### src/rtl/wb_to_axi_bridge_if.sv
// Bus bundles for wb_to_axi_bridge: a Wishbone classic (B3) port and an AXI4 port.
// Both interfaces live here so the bridge and its bench share one definition.

// Wishbone classic: cyc&stb raise a request; the slave answers with one ack or err cycle.
// adr is a word address; dat_wr flows master->slave, dat_rd flows slave->master.
interface wb_bus_if #(
    parameter int DATA_WIDTH = 32,
    parameter int ADDR_WIDTH = 32,
    parameter int STRB_WIDTH = DATA_WIDTH / 8
);
    localparam int WORD_ADDR_WIDTH = ADDR_WIDTH - $clog2(STRB_WIDTH);

    logic [WORD_ADDR_WIDTH-1:0] adr;
    logic [DATA_WIDTH-1:0]      dat_wr;
    logic [DATA_WIDTH-1:0]      dat_rd;
    logic [STRB_WIDTH-1:0]      sel;
    logic                       we;
    logic                       cyc;
    logic                       stb;
    logic                       ack;
    logic                       err;

    modport master (
        output adr, dat_wr, sel, we, cyc, stb,
        input  dat_rd, ack, err
    );

    modport slave (
        input  adr, dat_wr, sel, we, cyc, stb,
        output dat_rd, ack, err
    );
endinterface

// AXI4 handshake: a beat transfers on a rising clk edge where valid and ready are both
// high; once valid rises it stays high with a stable payload until that edge.
interface axi_bus_if #(
    parameter int DATA_WIDTH = 32,
    parameter int ADDR_WIDTH = 32,
    parameter int STRB_WIDTH = DATA_WIDTH / 8,
    parameter int ID_WIDTH   = 8
);
    logic [ID_WIDTH-1:0]   awid;
    logic [ADDR_WIDTH-1:0] awaddr;
    logic [7:0]            awlen;
    logic [2:0]            awsize;
    logic [1:0]            awburst;
    logic                  awlock;
    logic [3:0]            awcache;
    logic [2:0]            awprot;
    logic                  awvalid;
    logic                  awready;

    logic [DATA_WIDTH-1:0] wdata;
    logic [STRB_WIDTH-1:0] wstrb;
    logic                  wlast;
    logic                  wvalid;
    logic                  wready;

    logic [ID_WIDTH-1:0]   bid;
    logic [1:0]            bresp;
    logic                  bvalid;
    logic                  bready;

    logic [ID_WIDTH-1:0]   arid;
    logic [ADDR_WIDTH-1:0] araddr;
    logic [7:0]            arlen;
    logic [2:0]            arsize;
    logic [1:0]            arburst;
    logic                  arlock;
    logic [3:0]            arcache;
    logic [2:0]            arprot;
    logic                  arvalid;
    logic                  arready;

    logic [ID_WIDTH-1:0]   rid;
    logic [DATA_WIDTH-1:0] rdata;
    logic [1:0]            rresp;
    logic                  rlast;
    logic                  rvalid;
    logic                  rready;

    modport master (
        output awid, awaddr, awlen, awsize, awburst, awlock, awcache, awprot, awvalid,
        input  awready,
        output wdata, wstrb, wlast, wvalid,
        input  wready,
        input  bid, bresp, bvalid,
        output bready,
        output arid, araddr, arlen, arsize, arburst, arlock, arcache, arprot, arvalid,
        input  arready,
        input  rid, rdata, rresp, rlast, rvalid,
        output rready
    );

    modport slave (
        input  awid, awaddr, awlen, awsize, awburst, awlock, awcache, awprot, awvalid,
        output awready,
        input  wdata, wstrb, wlast, wvalid,
        output wready,
        output bid, bresp, bvalid,
        input  bready,
        input  arid, araddr, arlen, arsize, arburst, arlock, arcache, arprot, arvalid,
        output arready,
        output rid, rdata, rresp, rlast, rvalid,
        input  rready
    );
endinterface

### src/rtl/wb_to_axi_bridge.sv
// Wishbone classic slave to AXI4 master: each Wishbone cycle becomes one single-beat AXI access.
// Define WB_AXI_ERR_EN to turn non-OKAY bresp/rresp into wb err instead of ack.
module wb_to_axi_bridge #(
    parameter int                  DATA_WIDTH = 32,
    parameter int                  ADDR_WIDTH = 32,
    parameter int                  STRB_WIDTH = DATA_WIDTH / 8,
    parameter int                  ID_WIDTH   = 8,
    parameter logic [ID_WIDTH-1:0] AXI_ID     = '0
) (
    input  logic       clk,
    input  logic       rst,
    wb_bus_if.slave    wb,
    axi_bus_if.master  m_axi,
    output logic [1:0] dbg_state
);
    localparam int LSB = $clog2(STRB_WIDTH);

    typedef enum logic [1:0] {
        IDLE = 2'd0,
        WR   = 2'd1,
        RD   = 2'd2,
        ACK  = 2'd3
    } state_t;

    state_t                state_q, state_d;
    logic [ADDR_WIDTH-1:0] addr_q, addr_d;
    logic [DATA_WIDTH-1:0] wdata_q, wdata_d;
    logic [DATA_WIDTH-1:0] rdata_q, rdata_d;
    logic [STRB_WIDTH-1:0] wstrb_q, wstrb_d;
    logic                  awvalid_q, awvalid_d;
    logic                  wvalid_q, wvalid_d;
    logic                  bready_q, bready_d;
    logic                  arvalid_q, arvalid_d;
    logic                  rready_q, rready_d;
    logic                  ack_q, ack_d;
    logic                  abort_q, abort_d;
    logic                  hold_q, hold_d;
    logic                  finish;
    logic                  deliver;
`ifdef WB_AXI_ERR_EN
    logic                  err_q, err_d;
    logic                  resp_bad;
`endif

    always_comb begin
        state_d   = state_q;
        addr_d    = addr_q;
        wdata_d   = wdata_q;
        rdata_d   = rdata_q;
        wstrb_d   = wstrb_q;
        awvalid_d = awvalid_q;
        wvalid_d  = wvalid_q;
        bready_d  = bready_q;
        arvalid_d = arvalid_q;
        rready_d  = rready_q;
        abort_d   = abort_q;
        hold_d    = hold_q;
        finish    = 1'b0;
`ifdef WB_AXI_ERR_EN
        resp_bad  = 1'b0;
`endif

        case (state_q)
            IDLE: begin
                // hold_q masks the first IDLE after ACK, where stb may still be left high.
                hold_d = 1'b0;
                if (!hold_q && wb.cyc && wb.stb) begin
                    addr_d  = ADDR_WIDTH'(wb.adr) << LSB;
                    wdata_d = wb.dat_wr;
                    wstrb_d = wb.sel;
                    abort_d = 1'b0;
                    if (wb.we) begin
                        awvalid_d = 1'b1;
                        wvalid_d  = 1'b1;
                        bready_d  = 1'b1;
                        state_d   = WR;
                    end else begin
                        arvalid_d = 1'b1;
                        rready_d  = 1'b1;
                        state_d   = RD;
                    end
                end
            end

            WR: begin
                if (!wb.cyc) abort_d = 1'b1;
                if (awvalid_q && m_axi.awready) awvalid_d = 1'b0;
                if (wvalid_q && m_axi.wready) wvalid_d = 1'b0;
                // A B arriving before both AW and W have completed is ignored.
                if (bready_q && m_axi.bvalid && !awvalid_q && !wvalid_q) begin
                    bready_d = 1'b0;
                    finish   = 1'b1;
`ifdef WB_AXI_ERR_EN
                    resp_bad = (m_axi.bresp != 2'b00);
`endif
                    state_d  = ACK;
                end
            end

            RD: begin
                if (!wb.cyc) abort_d = 1'b1;
                if (arvalid_q && m_axi.arready) arvalid_d = 1'b0;
                if (rready_q && m_axi.rvalid) begin
                    rready_d  = 1'b0;
                    arvalid_d = 1'b0;
                    rdata_d   = m_axi.rdata;
                    finish    = 1'b1;
`ifdef WB_AXI_ERR_EN
                    resp_bad  = (m_axi.rresp != 2'b00);
`endif
                    state_d   = ACK;
                end
            end

            ACK: begin
                hold_d  = 1'b1;
                state_d = IDLE;
            end

            default: state_d = IDLE;
        endcase

        // An abandoned Wishbone cycle still finishes on AXI but gets no response pulse.
        deliver = finish && !abort_q && wb.cyc;
`ifdef WB_AXI_ERR_EN
        ack_d = deliver && !resp_bad;
        err_d = deliver && resp_bad;
`else
        ack_d = deliver;
`endif
    end

    always_ff @(posedge clk) begin
        if (rst) begin
            state_q   <= IDLE;
            addr_q    <= '0;
            wdata_q   <= '0;
            rdata_q   <= '0;
            wstrb_q   <= '0;
            awvalid_q <= 1'b0;
            wvalid_q  <= 1'b0;
            bready_q  <= 1'b0;
            arvalid_q <= 1'b0;
            rready_q  <= 1'b0;
            ack_q     <= 1'b0;
            abort_q   <= 1'b0;
            hold_q    <= 1'b0;
`ifdef WB_AXI_ERR_EN
            err_q     <= 1'b0;
`endif
        end else begin
            state_q   <= state_d;
            addr_q    <= addr_d;
            wdata_q   <= wdata_d;
            rdata_q   <= rdata_d;
            wstrb_q   <= wstrb_d;
            awvalid_q <= awvalid_d;
            wvalid_q  <= wvalid_d;
            bready_q  <= bready_d;
            arvalid_q <= arvalid_d;
            rready_q  <= rready_d;
            ack_q     <= ack_d;
            abort_q   <= abort_d;
            hold_q    <= hold_d;
`ifdef WB_AXI_ERR_EN
            err_q     <= err_d;
`endif
        end
    end

    assign m_axi.awid    = AXI_ID;
    assign m_axi.awaddr  = addr_q;
    assign m_axi.awlen   = 8'd0;
    assign m_axi.awsize  = 3'(LSB);
    assign m_axi.awburst = 2'b01;
    assign m_axi.awlock  = 1'b0;
    assign m_axi.awcache = 4'b0011;
    assign m_axi.awprot  = 3'b000;
    assign m_axi.awvalid = awvalid_q;

    assign m_axi.wdata   = wdata_q;
    assign m_axi.wstrb   = wstrb_q;
    assign m_axi.wlast   = wvalid_q;
    assign m_axi.wvalid  = wvalid_q;
    assign m_axi.bready  = bready_q;

    assign m_axi.arid    = AXI_ID;
    assign m_axi.araddr  = addr_q;
    assign m_axi.arlen   = 8'd0;
    assign m_axi.arsize  = 3'(LSB);
    assign m_axi.arburst = 2'b01;
    assign m_axi.arlock  = 1'b0;
    assign m_axi.arcache = 4'b0011;
    assign m_axi.arprot  = 3'b000;
    assign m_axi.arvalid = arvalid_q;
    assign m_axi.rready  = rready_q;

    assign wb.dat_rd = rdata_q;
    assign wb.ack    = ack_q;
    assign dbg_state = state_q;

    // IDs and rlast carry nothing for single-beat, single-outstanding traffic.
`ifdef WB_AXI_ERR_EN
    assign wb.err = err_q;
    logic unused_axi;
    assign unused_axi = ^{m_axi.bid, m_axi.rid, m_axi.rlast};
`else
    assign wb.err = 1'b0;
    logic unused_axi;
    assign unused_axi = ^{m_axi.bid, m_axi.rid, m_axi.rlast, m_axi.bresp, m_axi.rresp};
`endif
endmodule
### src/flat_wrapper.sv
// flat-port wrapper written by rule: the top's interface ports become plain ports
module wb_to_axi_bridge_flat 
#(
    parameter int                  DATA_WIDTH = 32,
    parameter int                  ADDR_WIDTH = 32,
    parameter int                  STRB_WIDTH = DATA_WIDTH / 8,
    parameter int                  ID_WIDTH   = 8,
    parameter logic [ID_WIDTH-1:0] AXI_ID     = '0
)
  (clk, rst, dbg_state, wb_adr, wb_dat_wr, wb_sel, wb_we, wb_cyc, wb_stb, wb_dat_rd, wb_ack, wb_err, m_axi_awid, m_axi_awaddr, m_axi_awlen, m_axi_awsize, m_axi_awburst, m_axi_awlock, m_axi_awcache, m_axi_awprot, m_axi_awvalid, m_axi_awready, m_axi_wdata, m_axi_wstrb, m_axi_wlast, m_axi_wvalid, m_axi_wready, m_axi_bid, m_axi_bresp, m_axi_bvalid, m_axi_bready, m_axi_arid, m_axi_araddr, m_axi_arlen, m_axi_arsize, m_axi_arburst, m_axi_arlock, m_axi_arcache, m_axi_arprot, m_axi_arvalid, m_axi_arready, m_axi_rid, m_axi_rdata, m_axi_rresp, m_axi_rlast, m_axi_rvalid, m_axi_rready);
  wb_bus_if #(.DATA_WIDTH(DATA_WIDTH), .ADDR_WIDTH(ADDR_WIDTH), .STRB_WIDTH(STRB_WIDTH)) wb_i ();
  axi_bus_if #(.DATA_WIDTH(DATA_WIDTH), .ADDR_WIDTH(ADDR_WIDTH), .STRB_WIDTH(STRB_WIDTH), .ID_WIDTH(ID_WIDTH)) m_axi_i ();
  input  logic clk;
  input  logic rst;
  output logic [1:0] dbg_state;
  input wire logic [$bits(wb_i.adr)-1:0] wb_adr;
  input wire logic [$bits(wb_i.dat_wr)-1:0] wb_dat_wr;
  input wire logic [$bits(wb_i.sel)-1:0] wb_sel;
  input wire logic [$bits(wb_i.we)-1:0] wb_we;
  input wire logic [$bits(wb_i.cyc)-1:0] wb_cyc;
  input wire logic [$bits(wb_i.stb)-1:0] wb_stb;
  output wire logic [$bits(wb_i.dat_rd)-1:0] wb_dat_rd;
  output wire logic [$bits(wb_i.ack)-1:0] wb_ack;
  output wire logic [$bits(wb_i.err)-1:0] wb_err;
  output wire logic [$bits(m_axi_i.awid)-1:0] m_axi_awid;
  output wire logic [$bits(m_axi_i.awaddr)-1:0] m_axi_awaddr;
  output wire logic [$bits(m_axi_i.awlen)-1:0] m_axi_awlen;
  output wire logic [$bits(m_axi_i.awsize)-1:0] m_axi_awsize;
  output wire logic [$bits(m_axi_i.awburst)-1:0] m_axi_awburst;
  output wire logic [$bits(m_axi_i.awlock)-1:0] m_axi_awlock;
  output wire logic [$bits(m_axi_i.awcache)-1:0] m_axi_awcache;
  output wire logic [$bits(m_axi_i.awprot)-1:0] m_axi_awprot;
  output wire logic [$bits(m_axi_i.awvalid)-1:0] m_axi_awvalid;
  input wire logic [$bits(m_axi_i.awready)-1:0] m_axi_awready;
  output wire logic [$bits(m_axi_i.wdata)-1:0] m_axi_wdata;
  output wire logic [$bits(m_axi_i.wstrb)-1:0] m_axi_wstrb;
  output wire logic [$bits(m_axi_i.wlast)-1:0] m_axi_wlast;
  output wire logic [$bits(m_axi_i.wvalid)-1:0] m_axi_wvalid;
  input wire logic [$bits(m_axi_i.wready)-1:0] m_axi_wready;
  input wire logic [$bits(m_axi_i.bid)-1:0] m_axi_bid;
  input wire logic [$bits(m_axi_i.bresp)-1:0] m_axi_bresp;
  input wire logic [$bits(m_axi_i.bvalid)-1:0] m_axi_bvalid;
  output wire logic [$bits(m_axi_i.bready)-1:0] m_axi_bready;
  output wire logic [$bits(m_axi_i.arid)-1:0] m_axi_arid;
  output wire logic [$bits(m_axi_i.araddr)-1:0] m_axi_araddr;
  output wire logic [$bits(m_axi_i.arlen)-1:0] m_axi_arlen;
  output wire logic [$bits(m_axi_i.arsize)-1:0] m_axi_arsize;
  output wire logic [$bits(m_axi_i.arburst)-1:0] m_axi_arburst;
  output wire logic [$bits(m_axi_i.arlock)-1:0] m_axi_arlock;
  output wire logic [$bits(m_axi_i.arcache)-1:0] m_axi_arcache;
  output wire logic [$bits(m_axi_i.arprot)-1:0] m_axi_arprot;
  output wire logic [$bits(m_axi_i.arvalid)-1:0] m_axi_arvalid;
  input wire logic [$bits(m_axi_i.arready)-1:0] m_axi_arready;
  input wire logic [$bits(m_axi_i.rid)-1:0] m_axi_rid;
  input wire logic [$bits(m_axi_i.rdata)-1:0] m_axi_rdata;
  input wire logic [$bits(m_axi_i.rresp)-1:0] m_axi_rresp;
  input wire logic [$bits(m_axi_i.rlast)-1:0] m_axi_rlast;
  input wire logic [$bits(m_axi_i.rvalid)-1:0] m_axi_rvalid;
  output wire logic [$bits(m_axi_i.rready)-1:0] m_axi_rready;
  assign wb_i.adr = wb_adr;
  assign wb_i.dat_wr = wb_dat_wr;
  assign wb_i.sel = wb_sel;
  assign wb_i.we = wb_we;
  assign wb_i.cyc = wb_cyc;
  assign wb_i.stb = wb_stb;
  assign wb_dat_rd = wb_i.dat_rd;
  assign wb_ack = wb_i.ack;
  assign wb_err = wb_i.err;
  assign m_axi_awid = m_axi_i.awid;
  assign m_axi_awaddr = m_axi_i.awaddr;
  assign m_axi_awlen = m_axi_i.awlen;
  assign m_axi_awsize = m_axi_i.awsize;
  assign m_axi_awburst = m_axi_i.awburst;
  assign m_axi_awlock = m_axi_i.awlock;
  assign m_axi_awcache = m_axi_i.awcache;
  assign m_axi_awprot = m_axi_i.awprot;
  assign m_axi_awvalid = m_axi_i.awvalid;
  assign m_axi_i.awready = m_axi_awready;
  assign m_axi_wdata = m_axi_i.wdata;
  assign m_axi_wstrb = m_axi_i.wstrb;
  assign m_axi_wlast = m_axi_i.wlast;
  assign m_axi_wvalid = m_axi_i.wvalid;
  assign m_axi_i.wready = m_axi_wready;
  assign m_axi_i.bid = m_axi_bid;
  assign m_axi_i.bresp = m_axi_bresp;
  assign m_axi_i.bvalid = m_axi_bvalid;
  assign m_axi_bready = m_axi_i.bready;
  assign m_axi_arid = m_axi_i.arid;
  assign m_axi_araddr = m_axi_i.araddr;
  assign m_axi_arlen = m_axi_i.arlen;
  assign m_axi_arsize = m_axi_i.arsize;
  assign m_axi_arburst = m_axi_i.arburst;
  assign m_axi_arlock = m_axi_i.arlock;
  assign m_axi_arcache = m_axi_i.arcache;
  assign m_axi_arprot = m_axi_i.arprot;
  assign m_axi_arvalid = m_axi_i.arvalid;
  assign m_axi_i.arready = m_axi_arready;
  assign m_axi_i.rid = m_axi_rid;
  assign m_axi_i.rdata = m_axi_rdata;
  assign m_axi_i.rresp = m_axi_rresp;
  assign m_axi_i.rlast = m_axi_rlast;
  assign m_axi_i.rvalid = m_axi_rvalid;
  assign m_axi_rready = m_axi_i.rready;
  wb_to_axi_bridge #(.DATA_WIDTH(DATA_WIDTH), .ADDR_WIDTH(ADDR_WIDTH), .STRB_WIDTH(STRB_WIDTH), .ID_WIDTH(ID_WIDTH), .AXI_ID(AXI_ID)) u_core (.clk(clk), .rst(rst), .wb(wb_i), .m_axi(m_axi_i), .dbg_state(dbg_state));
endmodule
### config.mk
export PLATFORM = sky130hd
export DESIGN_NAME = wb_to_axi_bridge_flat
export DESIGN_NICKNAME = d
export VERILOG_FILES = /design/src/rtl/wb_to_axi_bridge_if.sv /design/src/rtl/wb_to_axi_bridge.sv /design/src/flat_wrapper.sv
export SDC_FILE = /design/constraint.sdc
export NUM_CORES = 1
export LEC_CHECK = 0
export CORE_MARGIN = 5
export CORE_UTILIZATION = 29
export CTS_CLUSTER_DIAMETER = 60
export DETAILED_ROUTE_END_ITERATION = 10
export GPL_TIMING_DRIVEN = 0
export PLACE_DENSITY = 0.68
export SETUP_SLACK_MARGIN = 0.4
export SLEW_MARGIN = 30
export SYNTH_ARGS = -nofsm -noshare
export SYNTH_HDL_FRONTEND = slang
export SYNTH_SLANG_ARGS = --single-unit
### constraint.sdc
create_clock -name clk -period 3.55 [get_ports clk]
set_clock_uncertainty 0.1 [all_clocks]
set_input_delay 0.5325 -clock clk [delete_from_list [all_inputs] [get_ports clk]]
set_output_delay 0.5325 -clock clk [all_outputs]
set_load 0.01 [all_outputs]
Word level (Yosys, flattened, before mapping)
Cells that the tools add are included.
{ "word_totals": {"memories": 0, "romBits": 0, "reg_bits": 108, "word_cells": 82, "mem_bits_rw": 0, "latch_bits": 0} }
{ "op_classes": {"shift": 0, "n_div": 0, "n_mul": 0, "order_cmp": 0, "reduce_logical": 30, "eq_ne": 12, "bitwise_logic": 0, "add_sub_neg": 0, "muxes": 27} }
{ "ops": {"columns": ["operator", "n"], "rows": [
  ["AND reduction 4 bit", 5],
  ["one-hot mux 1 bit (2 select lines)", 8],
  ["2-to-1 mux 1 bit", 14],
  ["logical AND 1 bit", 11],
  ["!= test 2 x 1 -> 1 bit (second input constant)", 5],
  ["2-to-1 mux 2 bit", 4],
  ["one-hot mux 2 bit (4 select lines)", 1],
  ["nonzero test 2 bit", 4],
  ["!= test 2 bit (second input constant)", 3],
  ["AND reduction 3 bit", 2],
  ["== test 2 bit (second input constant)", 2],
  ["zero test 1 bit", 4],
  ["AND reduction 2 bit", 2],
  ["!= test 3 x 1 -> 1 bit (second input constant)", 1],
  ["== test 2 x 1 -> 1 bit (second input constant)", 1],
  ["zero test 2 bit", 1],
  ["OR reduction 2 bit", 1]
]} }

Depth between registers and ports, before layout
Gate-level depths: netlist of run 1.
{ "logic_depth": {"depth_word": 7, "mapped_depth": 8, "ltp_nobuf": 5} }

Least setup slack after synthesis of run 1
Ideal clock, no wire load.
{ "synth_timing": {"path_kind": "reg-to-reg", "start": "reg u_core.state_q[0], in the netlist u_core.dbg_state[0]", "end": "reg u_core.addr_q[10], in the netlist u_core.m_axi.araddr[10]", "path_stages_with_launch": 9, "n_path_buf": 3, "t_arrival_ns": 1.503, "setup_ns": 0.070, "required_ns": 3.380, "slack_ns": 1.877, "cell_sequence": "dfxtp_1 inv_1 ha_1 buf_2 nand4b_1 buf_2 buf_2 nand2_1 a21oi_1"} }
{ "synth_between": {"elab_chain_cells": 2} }
{ "synth_rtl": {"columns": ["item", "line", "text"], "rows": [
  ["start: declaration", "wb_to_axi_bridge.sv:25", "state_t state_q, state_d;"],
  ["start signal: assignment", "wb_to_axi_bridge.sv:152", "state_q <= state_d;"],
  ["zero test 2 bit", "wb_to_axi_bridge.sv:63", "case (state_q)"],
  ["AND reduction 2 bit (no line)", null, null],
  ["end signal: assignment", "wb_to_axi_bridge.sv:153", "addr_q <= addr_d;"],
  ["end: declaration", "wb_to_axi_bridge.sv:26", "logic [ADDR_WIDTH-1:0] addr_q, addr_d;"]
]} }
Every way passes these cells.
A chain may end at the register's enable or synchronous reset.

Worst setup path in the final report of run 1
{ "layout_timing": {"start": "reg u_core.wvalid_q, in the netlist u_core.m_axi.wlast", "end": "out m_axi_wvalid"} }
{ "layout_rtl": {"columns": ["item", "line", "text"], "rows": [
  ["start: declaration", "wb_to_axi_bridge.sv:31", "logic wvalid_q, wvalid_d;"],
  ["start signal: assignment", "wb_to_axi_bridge.sv:158", "wvalid_q <= wvalid_d;"],
  ["end: declaration", "flat_wrapper.sv:38", "output wire logic [$bits(m_axi_i.wvalid)-1:0] m_axi_wvalid;"]
]} }
No word-level cell between the ends.

==> out/metrics.csv, run 1 <==
stage,metric,value,unit
synth,Synth top area share,0.468,
clock_tree,CTS resizes,0,
die,Die H,136,um
die,Die X,136,um
die,core area,15800,sq um
global_routing,largest net degree at the start of global routing,20,
layout,layout cells sized above 1,0.144,
clock_tree,clock-pin slew on the worst setup and hold paths,0.07,ns
status,outcome,"complete, no violations",
global_routing,remaining global-route overflow,0,
clock_tree,CTS tree,built,
power,pwr/cell area,466,nW/um^2
synth,Synth Area in Compound Gates,0.134,
sta,Max-slew headroom,0.582,
power,P_leak,0.00310,uW
sta,fmax,495,MHz
clock_tree,CTS Buffer Depth,2,
routing,vias,4536,
synth,Synth Area in XOR/XNOR,0,
power,Peak VDD IR,0.301,mV
sta,Post-Route Setup TNS,0,ns
synth,sequential share of the synthesized area,0.468,
synth,mux contribution to synthesized area,0.00217,
clock_tree,CTS Hold Buffers Added,0,
clock_tree,clk root buf,clkbuf_16,
global_routing,All-Layer GR Usage,0.151,
placed_design,gpl congestion,0.752,
setup_path,critical path data required time,2.92,ns
die,number of I/O pins,329,
routing,initial drt markers,111,
placed_design,I/O Buffers,243,
setup_path,Worst Setup Start Kind,flop,
setup_path,reg2reg start,u_core.dbg_state[0],
setup_path,R2R Path End,u_core.m_axi.araddr[22],
clock_tree,Sink Count,108,
global_routing,GR Layer Usage met3,0.0707,
global_routing,met2 Track Usage GR,0.253,
clock_tree,CTS H-tree lvls,3,
sta,post-layout min period,2.02,ns
sta,Final period util,0.569,
synth,Synth area leader,dfxtp_1,
routing,final wirelength,14.8,mm
setup_path,worst reg2reg setup slack,1.56,ns
clock_tree,clock latency on the worst-skew pair,0.34,ns
die,initial core utilization,0.293,
layout,antenna diode count,0,
routing,DRC,0,
routing,Routed Antenna Nets,0,
sta,Final setup viols,0,
setup_path,CP endpoint,m_axi_wvalid,
sta,Setup WS post-layout,1.53,ns
synth,Yosys cell types,31,
die,num rows,46,
synth,Synth Area in Adders,0.0108,
sta,worst-margin pin slew,0.627,ns
setup_path,r2r worst-path depth,8,
die,die area,18600,sq um
synth,Synth Area in Simple Gates,0.187,
setup_path,Setup crit start,u_core.m_axi.wlast,
routing,WL per Instance,13.2,um
setup_path,kind of end point of the critical path,primary output,
sta,Hold Fails Final Rpt,0,
sta,Pins Over Slew Limit,0,
placed_design,pre-CTS setup slack,1.28,ns
synth,Syn. warnings,0,
synth,main combinational cell family by area after synthesis,buffers and inverters,
synth,Gate Count Post-Synth,582,
layout,Post-Route Utilization,0.498,
clock_tree,post-CTS setup buffers,0,
routing,number of vias per cell,4.06,
routing,number of iterations in the first detailed-routing pass,4,
synth,Seq cells post-synth,108,
global_routing,number of global-route vias before repair,4212,
global_routing,gr busiest metal,met2,
synth,top area cells in the synthesized netlist,"dfxtp_1 47%, nand2_1 16%, buf_4 16%",
clock_tree,Num CTS Buffers,9,
placed_design,Post-DP HPWL,11.8,mm
setup_path,CP Class,reg2out,
global_routing,first-pass GRT wire length,22.0,mm
layout,layout net count,1030,
global_routing,GR met1 Demand/Resource,0.168,
setup_path,Worst Path Max Fanout,5,
min_path,type of the worst min-delay path,reg2reg,
setup_path,Worst Path Arrival,1.39,ns
flow_run,Max Cap Viol,0,
synth,synthesized area per cell,7.94,sq um
synth,synthesized area,4620,sq um
global_routing,initial antenna violation count,0,
sta,RSZ-0062 raised after global routing,false,
layout,area grow syn2layout,70.1,%
==> worst min path at each step <==
stage / endpoint / start / cells after the start
global placement: u_core.wb.ack / u_core.abort_q / 1
finish: u_core.wb.ack / u_core.abort_q / 1
detailed placement: u_core.wb.ack / u_core.abort_q / 1
global route: u_core.wb.ack / u_core.abort_q / 1
CTS: u_core.wb.ack / u_core.abort_q / 1
floorplan: u_core.wb.ack / u_core.abort_q / 1
==> where the power goes <==
part	switching (uW)	internal [uW]	leakage (uW)
clock network	481	559	0.000151
logic	575	640	0.00208
registers	78.0	1330	0.000877
==> cell type report <==
class / count / area (sq um)
inverters: 8 / 30.0
clock inverters: 7 / 82.6
multi-input cells: 398 / 1780
clock buffers: 9 / 225
repair buffers: 243 / 2430
well taps: 216 / 270
plain buffers: 129 / 877
flip-flops and latches: 108 / 2160
fillers: 1585 / 7910
==> cells in the mapped netlist <==
| cell | count |
|---|---|
| nand2_1 | 198 |
| dfxtp_1 | 108 |
| a21oi_1 | 100 |
| buf_4 | 98 |
| clkbuf_1 | 15 |
| buf_2 | 14 |
| inv_1 | 8 |
| a221oi_1 | 7 |
| ha_1 | 4 |
| nor2_1 | 3 |
| a211oi_1 | 2 |
| a21boi_0 | 2 |
| conb_1 | 2 |
| nand4b_1 | 2 |
| nor3_1 | 2 |
| nor4bb_1 | 2 |
| a221o_1 | 1 |
| a31oi_1 | 1 |
| and3_1 | 1 |
| and4b_1 | 1 |
| buf_1 | 1 |
| buf_6 | 1 |
| mux2i_1 | 1 |
| nand3_1 | 1 |
| nand3b_1 | 1 |
| nand3b_2 | 1 |
| nand4bb_1 | 1 |
| nor2b_1 | 1 |
| nor4_1 | 1 |
| o21ai_0 | 1 |
| o22ai_1 | 1 |
==> cell families (layout without fill, tap and decap cells) <==
logic type,after synthesis,after routing
multiplexers,1,1
other,2,63
adder cells (fa/ha/maj),4,4
flip-flops,108,108
AND/OR/NAND/NOR,215,215
buffers and inverters,137,396
AO/OA/AOI/OAI,115,115
==> worst max-delay path, stage by stage (launching register included) <==
cell	delay [ns]
dfxtp_1	0.39
buf_4	0.13
clkdlybuf4s50_1	0.52
==> per-stage QoR <==
stage	power, uW	std cells	area [sq um]	hold slack, ns
6_report	3660	1118	7860	0.332
5_1_grt	3880	1118	7860	0.355
4_1_cts	3720	1118	7860	0.330
3_5_place_dp	2660	1102	7550	0.319
3_3_place_gp	2650	1102	7550	0.309
2_1_floorplan	2090	643	4850	0.298
==> sequential cells by signal, indices dropped and copies added (netlist names) <==
register              count
u_core.abort_q            1
u_core.m_axi.wdata       32
u_core.dbg_state          2
u_core.m_axi.wstrb        4
u_core.wb.ack             1
u_core.m_axi.awvalid      1
u_core.m_axi.bready       1
u_core.hold_q             1
u_core.m_axi.arvalid      1
u_core.m_axi.araddr      30
u_core.m_axi.rready       1
u_core.wb.dat_rd         32
u_core.m_axi.wlast        1
==> cells in the final DEF, fill, tap and decap left out, types with 2 or more instances in the layout <==
cell | synthesis | routed
dfxtp_1 | 108 | 108
clkbuf_1 | 15 | 15
nor2_1 | 3 | 3
inv_1 | 8 | 8
ha_1 | 4 | 4
buf_2 | 14 | 14
a21boi_0 | 2 | 2
nor3_1 | 2 | 2
clkdlybuf4s50_1 | 0 | 243
inv_6 | 0 | 3
a211oi_1 | 2 | 2
conb_1 | 2 | 63
a221oi_1 | 7 | 7
buf_4 | 98 | 98
nand2_1 | 198 | 198
clkbuf_16 | 0 | 9
a21oi_1 | 100 | 100
nand4b_1 | 2 | 2
clkinv_4 | 0 | 3
nor4bb_1 | 2 | 2
==> layer usage <==
layer	vias to the layer above	wire length, um
li1	2353	-
met1	1976	5710
met2	195	6960
met3	12	1910
met4	0	214
met5	-	0
No activity file was read; power rests on OpenSTA's default activity.
==> run 2: changes to the inputs <==
--- a/config.mk
+++ b/config.mk
@@ -10,7 +10,7 @@
 export CTS_CLUSTER_DIAMETER = 60
 export DETAILED_ROUTE_END_ITERATION = 10
 export GPL_TIMING_DRIVEN = 0
-export PLACE_DENSITY = 0.68
+export PLACE_DENSITY = 0.71
 export SETUP_SLACK_MARGIN = 0.4
 export SLEW_MARGIN = 30
 export SYNTH_ARGS = -nofsm -noshare
==> constraint.sdc (replaced) <==
create_clock -name clk -period 1.7 [get_ports clk]
set_clock_uncertainty 0.1 [all_clocks]
set_input_delay 0.255 -clock clk [delete_from_list [all_inputs] [get_ports clk]]
set_output_delay 0.255 -clock clk [all_outputs]
set_load 0.01 [all_outputs]
==> run 2 against run 1 <==
  * Flip-flop and latch count is the same
  * Sequential share of layout area shrank 3.7 points
  * Global-route usage grew 0.78 points
  * Critical path type is now reg2reg
  * Highest routed layer unchanged
  * Combinational power grew to 3.4 times the previous value
  * Critical endpoint is now u_core.dbg_state[0]
  * Largest power group is now combinational logic
  * Register-to-register slack lost 1.5 ns
  * Via count grew 8.9%
==> out/metrics.csv, run 2 (synthesis gave the netlist of run 1 again) <==
stage,metric,value,unit,change
setup_path,Worst Path Arrival,1.78,ns,+0.39 ns
sta,worst-margin pin slew,0.850,ns,+0.223 ns
clock_tree,CTS Buffer Depth,2,,unchanged
setup_path,reg2reg start,u_core.dbg_state[1],,
power,Peak VDD IR,0.652,mV,+120%
global_routing,largest net degree at the start of global routing,18,,-10%
sta,RSZ-0062 raised after global routing,true,,
routing,initial drt markers,139,,+25%
power,combinational power share,0.446,,+0.114
setup_path,Setup crit start,u_core.dbg_state[1],,
layout,Filler Cells Inserted,1339,,-16%
setup_path,r2r worst-path depth,5,,-3
routing,WL per Instance,15.6,um,+18%
setup_path,CP endpoint,u_core.dbg_state[0],,
sta,post-layout min period,1.62,ns,
layout,layout cells sized above 1,0.576,,+0.432
sta,Final period util,0.955,,
global_routing,All-Layer GR Usage,0.159,,+0.00777
min_path,type of the worst min-delay path,reg2reg,,
die,number of I/O pins,329,,unchanged
layout,most frequent cells in the layout,"106 x clkdlybuf4s50_1, 95 x nand2_1, 87 x buf_4",,
sta,final hold slack,0.325,ns,-0.00703 ns
layout,Post-Layout Inst Area,9490,sq um,+21%
die,initial core utilization,0.293,,unchanged
global_routing,first-pass GRT wire length,23.1,mm,+4.9%
clock_tree,clk root buf,clkbuf_16,,
routing,final wirelength,18.1,mm,+23%
setup_path,R2R Path End,u_core.dbg_state[0],,
placed_design,I/O Buffers,243,,unchanged
die,num rows,46,,unchanged
sta,Final setup viols,0,,unchanged
clock_tree,Num CTS Buffers,9,,unchanged
placed_design,Post-DP HPWL,12.0,mm,+2.1%
setup_path,CP Class,reg2reg,,
layout,"commonest non-fill, non-tap cell in the layout",clkdlybuf4s50_1,,
routing,number of iterations in the first detailed-routing pass,4,,unchanged
flow_run,Max Cap Viol,0,,unchanged
setup_path,worst reg2reg setup slack,0.08,ns,-1.48 ns
placed_design,gpl congestion,0.800,,+6.3%
routing,DRC,0,,unchanged
routing,number of vias per cell,4.26,,+5.0%
status,outcome,"complete, no violations",,
placed_design,placed cell areas,7710,sq um,+2.1%
die,Die H,136,um,unchanged
routing,vias,4941,,+8.9%
setup_path,kind of end point of the critical path,flop,,
layout,area grow syn2layout,105,%,
power,Pint,6230,uW,+150%
layout,layout net count,1072,,+4.1%
sta,Hold Fails Final Rpt,0,,unchanged
clock_tree,clock latency on the worst-skew pair,0.35,ns,about the same
power,NetSw,3180,uW,+180%
sta,Max-slew headroom,0.433,,-0.149
min_path,hold path start,u_core.abort_q,,
layout,antenna diode count,0,,unchanged
die,die area,18600,sq um,unchanged
power,switching share of total power,0.338,,+0.0282
clock_tree,Sink Count,108,,unchanged
clock_tree,CTS tree,built,,
setup_path,critical path data required time,1.85,ns,-1.07 ns
power,P_leak,0.00433,uW,+39%
power,share of total power in sequential cells,0.326,,-0.058
global_routing,initial antenna violation count,0,,unchanged
setup_path,Worst Setup Start Kind,flop,,
global_routing,remaining global-route overflow,0,,unchanged
routing,Routed Antenna Nets,0,,unchanged
power,Clk pwr share,0.228,,-0.056
setup_path,Worst Path Max Fanout,4,,-1
sta,fmax,616,MHz,
clock_tree,clock-pin slew on the worst setup and hold paths,0.07,ns,about the same
global_routing,number of global-route vias before repair,4332,,+2.8%
die,core area,15800,sq um,unchanged
sta,Pins Over Slew Limit,0,,unchanged
die,Die X,136,um,unchanged
power,Final Power,9400,uW,+160%
clock_tree,CTS H-tree lvls,3,,unchanged
power,pwr/cell area,991,nW/um^2,+110%
[run 2: area by class of cell]
type,count,area (sq um),area share
clock buffer,10,229,0.0241
buffer,129,1180,0.125
tap,216,270,0.0285
multi-input combinational,398,2790,0.294
clock inverter,6,63.8,0.00672
timing repair buffer,285,2660,0.280
inverter,8,37.5,0.00395
sequential,108,2260,0.238
[run 2: worst min path at each step]
stage,endpoint,slack [ns],depth (start not counted)
2_1_floorplan,u_core.m_axi.awvalid,0.24,1
3_3_place_gp,u_core.wb.ack,0.31,1
3_5_place_dp,u_core.wb.ack,0.31,1
4_1_cts,u_core.wb.ack,0.32,1
5_1_grt,u_core.m_axi.wdata[11],0.34,3
6_report,u_core.wb.ack,0.32,1
[run 2: per-stage QoR]
| stage | TNS (ns) | setup slack (ns) | util | std cells |
|---|---|---|---|---|
| 2_1_floorplan | 0 | 0.262 | - | 643 |
| 3_3_place_gp | -9.15 | -0.207 | 0.489 | 1102 |
| 6_report | 0 | 0.0765 | 0.602 | 1160 |
| 5_1_grt | 0 | 0.0253 | 0.602 | 1160 |
| 4_1_cts | 0 | 0.100 | 0.512 | 1128 |
| 3_5_place_dp | -10.32 | -0.200 | 0.489 | 1102 |
[run 2: worst max-delay path, cell delays in order, from the launching register on]
cell      delay, ns
dfxtp_4        0.37
buf_6          0.12
ha_4           0.16
a21boi_4       0.13
a221o_1        0.32
a221oi_2       0.32
[run 2: power by group through the flow]
stage / logic [uW] / clock network (uW) / registers [uW]
after floorplan: 1470 / 0 / 3120
after global placement: 2740 / 0 / 3030
after detailed placement: 2760 / 0 / 3030
after CTS: 2880 / 2190 / 2990
after global routing: 4470 / 2280 / 3110
final: 4200 / 2140 / 3070
[run 2: per-layer routing]
| metal | part of all wire | global-route usage | wire length, um | vias to the layer above |
|---|---|---|---|---|
| met1 | 0.38 | 0.189 | 6850 | 2277 |
| li1 | - | - | - | 2451 |
| met2 | 0.52 | 0.272 | 9490 | 185 |
| met3 | 0.072 | 0.0407 | 1300 | 28 |
| met4 | 0.027 | 0.0655 | 486 | 0 |
| met5 | 0 | 0 | 0 | - |
[run 2: timing repair]
action / 4_1_cts / 5_1_grt
setup endpoints to repair: 241 / 197
hold buffers: 0 / 0
cloned: 1 / 15
resized for setup: 456 / 449
setup buffers: 9 / 17
pin swaps: 0 / 127
==> run 3: changes to the inputs <==
--- a/config.mk
+++ b/config.mk
@@ -10,7 +10,7 @@
 export CTS_CLUSTER_DIAMETER = 60
 export DETAILED_ROUTE_END_ITERATION = 10
 export GPL_TIMING_DRIVEN = 0
-export PLACE_DENSITY = 0.71
+export PLACE_DENSITY = 0.78
 export SETUP_SLACK_MARGIN = 0.4
 export SLEW_MARGIN = 30
 export SYNTH_ARGS = -nofsm -noshare
==> constraint.sdc (replaced) <==
create_clock -name clk -period 1.85 [get_ports clk]
set_clock_uncertainty 0.1 [all_clocks]
set_input_delay 0.2775 -clock clk [delete_from_list [all_inputs] [get_ports clk]]
set_output_delay 0.2775 -clock clk [all_outputs]
set_load 0.01 [all_outputs]
==> run 3 against run 2 <==
  * Core utilization grew 0.21 points
  * Non-clock buffer count grew 6
  * Critical path depth up 1
  * Largest cell class unchanged
  * Highest routed layer unchanged
==> out/metrics.csv, run 3 (synthesis gave the netlist of run 1 again) <==
stage,metric,value,unit,change
status,outcome,"complete, no violations",,
layout,Post-Layout Inst Area,9520,sq um,+0.34%
routing,WL per Instance,15.6,um,-0.20%
setup_path,crit-path cells,inv_6 > buf_4 > ha_4 > a21boi_4 > a221o_1 > a221oi_2,,
setup_path,critical path data required time,2.00,ns,+0.15 ns
layout,most frequent cells in the layout,"113 x buf_4, 105 x clkdlybuf4s50_1, 104 x nand2_1",,
global_routing,number of global-route vias before repair,4603,,+6.3%
clock_tree,clock-pin slew on the worst setup and hold paths,0.07,ns,about the same
sta,final hold slack,0.325,ns,+0.000412 ns
die,Die H,136,um,unchanged
die,die area,18600,sq um,unchanged
placed_design,I/O Buffers,243,,unchanged
sta,Final setup viols,0,,unchanged
power,Peak VDD IR,0.507,mV,-22%
global_routing,remaining global-route overflow,0,,unchanged
routing,number of vias per cell,4.31,,+1.1%
setup_path,CP Class,reg2reg,,
sta,Final period util,0.879,,-0.0756
setup_path,kind of end point of the critical path,flop,,
sta,Pins Over Slew Limit,0,,unchanged
setup_path,Worst Setup Start Kind,flop,,
layout,Reg area,2220,sq um,-1.6%
sta,Hold Fails Final Rpt,0,,unchanged
routing,number of iterations in the first detailed-routing pass,4,,unchanged
layout,layout cells sized above 1,0.433,,-0.143
clock_tree,CTS Buffer Depth,2,,unchanged
min_path,type of the worst min-delay path,in2reg,,
routing,DRC,0,,unchanged
sta,post-layout min period,1.63,ns,+0.00333 ns
sta,Post-Route Setup TNS,0,ns,unchanged
global_routing,first-pass GRT wire length,23.8,mm,+3.2%
clock_tree,Sink Count,108,,unchanged
die,number of I/O pins,329,,unchanged
global_routing,largest net degree at the start of global routing,17,,-1
sta,Max-slew headroom,0.439,,+0.00550
placed_design,placed cell areas,7620,sq um,-1.2%
flow_run,Max Cap Viol,0,,unchanged
routing,Routed Antenna Nets,0,,unchanged
layout,area grow syn2layout,106,%,
routing,final wirelength,18.2,mm,+0.23%
sta,RSZ-0062 raised after global routing,true,,
setup_path,"Largest stage delay, worst path",0.37,ns,about the same
setup_path,Worst Path Arrival,1.77,ns,about the same
power,P_leak,0.00443,uW,+2.3%
layout,Filler Cells Inserted,1326,,-0.97%
clock_tree,CTS H-tree lvls,3,,unchanged
routing,initial drt markers,107,,-23%
sta,worst-margin pin slew,0.842,ns,-0.00825 ns
global_routing,All-Layer GR Usage,0.163,,+0.00430
clock_tree,CTS tree,built,,
setup_path,Worst Path Max Fanout,5,,+1
die,Die X,136,um,unchanged
global_routing,initial antenna violation count,0,,unchanged
clock_tree,CTS Hold Buffers Added,0,,unchanged
die,core area,15800,sq um,unchanged
clock_tree,Num CTS Buffers,9,,unchanged
setup_path,CP max-delay cell,dfxtp_4,,
power,pwr/cell area,898,nW/um^2,-9.3%
layout,area of the multi-input gates,2700,sq um,-3.2%
die,num rows,46,,unchanged
placed_design,gpl congestion,0.784,,-2.0%
layout,antenna diode count,0,,unchanged
layout,layout net count,1078,,+0.56%
sta,fmax,615,MHz,-0.20%
routing,vias,5017,,+1.5%
layout,"commonest non-fill, non-tap cell in the layout",buf_4,,
clock_tree,clock latency on the worst-skew pair,0.34,ns,about the same
clock_tree,clk root buf,clkbuf_16,,
placed_design,Post-DP HPWL,11.9,mm,-0.66%
die,initial core utilization,0.293,,unchanged
run 3: cell types whose count changed in the layout (fill, tap and decap cells not counted), moves of 7 or more:
| cell | delta |
|---|---|
| dlygate4sd2_1 | +102 |
| nand2_2 | +7 |
| buf_2 | -53 |
| buf_4 | +26 |
| a21oi_2 | -7 |
| nand2_4 | -16 |
| clkbuf_2 | -28 |
| buf_6 | -44 |
| nand2_1 | +9 |
| dlymetal6s2s_1 | -8 |
| dfxtp_1 | +13 |
| dfxtp_4 | -8 |
| clkdlybuf4s15_1 | +22 |
| clkdlybuf4s15_2 | -8 |
run 3: critical path, delay by kind of cell (launching register included):
kind                     cells  cell delay [ns]
adder cells (fa/ha/maj)      1             0.17
flip-flops                   1             0.37
AO/OA/AOI/OAI                3             0.72
buffers and inverters        2             0.17
run 3: per-stage QoR:
| step | utilization | instances | setup WS (ns) | power (uW) |
|---|---|---|---|---|
| final | 0.604 | 1165 | 0.223 | 8550 |
| after global routing | 0.604 | 1165 | 0.164 | 9000 |
| after CTS | 0.530 | 1143 | 0.223 | 7670 |
| after detailed placement | 0.483 | 1102 | -0.103 | 5250 |
| after global placement | 0.483 | 1102 | -0.117 | 5210 |
| after floorplan | - | 643 | 0.404 | 4140 |
run 3: path summary, 6_finish.rpt:
path | from | to | slack [ns] | cells past startpoint
max | u_core.dbg_state[0] | u_core.dbg_state[1] | 0.22 | 6
min | wb_cyc | u_core.wb.ack | 0.33 | 3
max reg2reg | u_core.dbg_state[0] | u_core.dbg_state[1] | 0.22 | 6
min reg2reg | u_core.m_axi.wdata[20] | u_core.m_axi.wdata[20] | 0.35 | 2
run 3: cell type report:
type / count / area share
timing repair buffer: 291 / 0.309
multi-input combinational: 398 / 0.284
sequential: 108 / 0.233
buffer: 129 / 0.111
tap: 216 / 0.0284
clock buffer: 12 / 0.0280
inverter: 8 / 0.00394
clock inverter: 3 / 0.00223
run 3: metal layers:
layer  global-route usage  up-vias  wire length, um
li1                     -     2453                -
met1                0.173     2331             6410
met2                0.295      202             9710
met3               0.0640       31             1650
met4               0.0543        0              403
met5                    0        -                0
run 3: where the power goes:
part | switching [uW] | internal, uW | total (uW)
combinational | 1760 | 2130 | 3890
sequential | 206 | 2580 | 2790
clock | 861 | 1020 | 1880
run 3: repair_timing:
action / CTS / global route
endpoints found under the setup margin: 236 / 121
gates resized for setup: 293 / 249
cloned: 5 / 11
pin swaps: 48 / 75
hold endpoints to repair: 0 / 0
setup buffers: 21 / 11
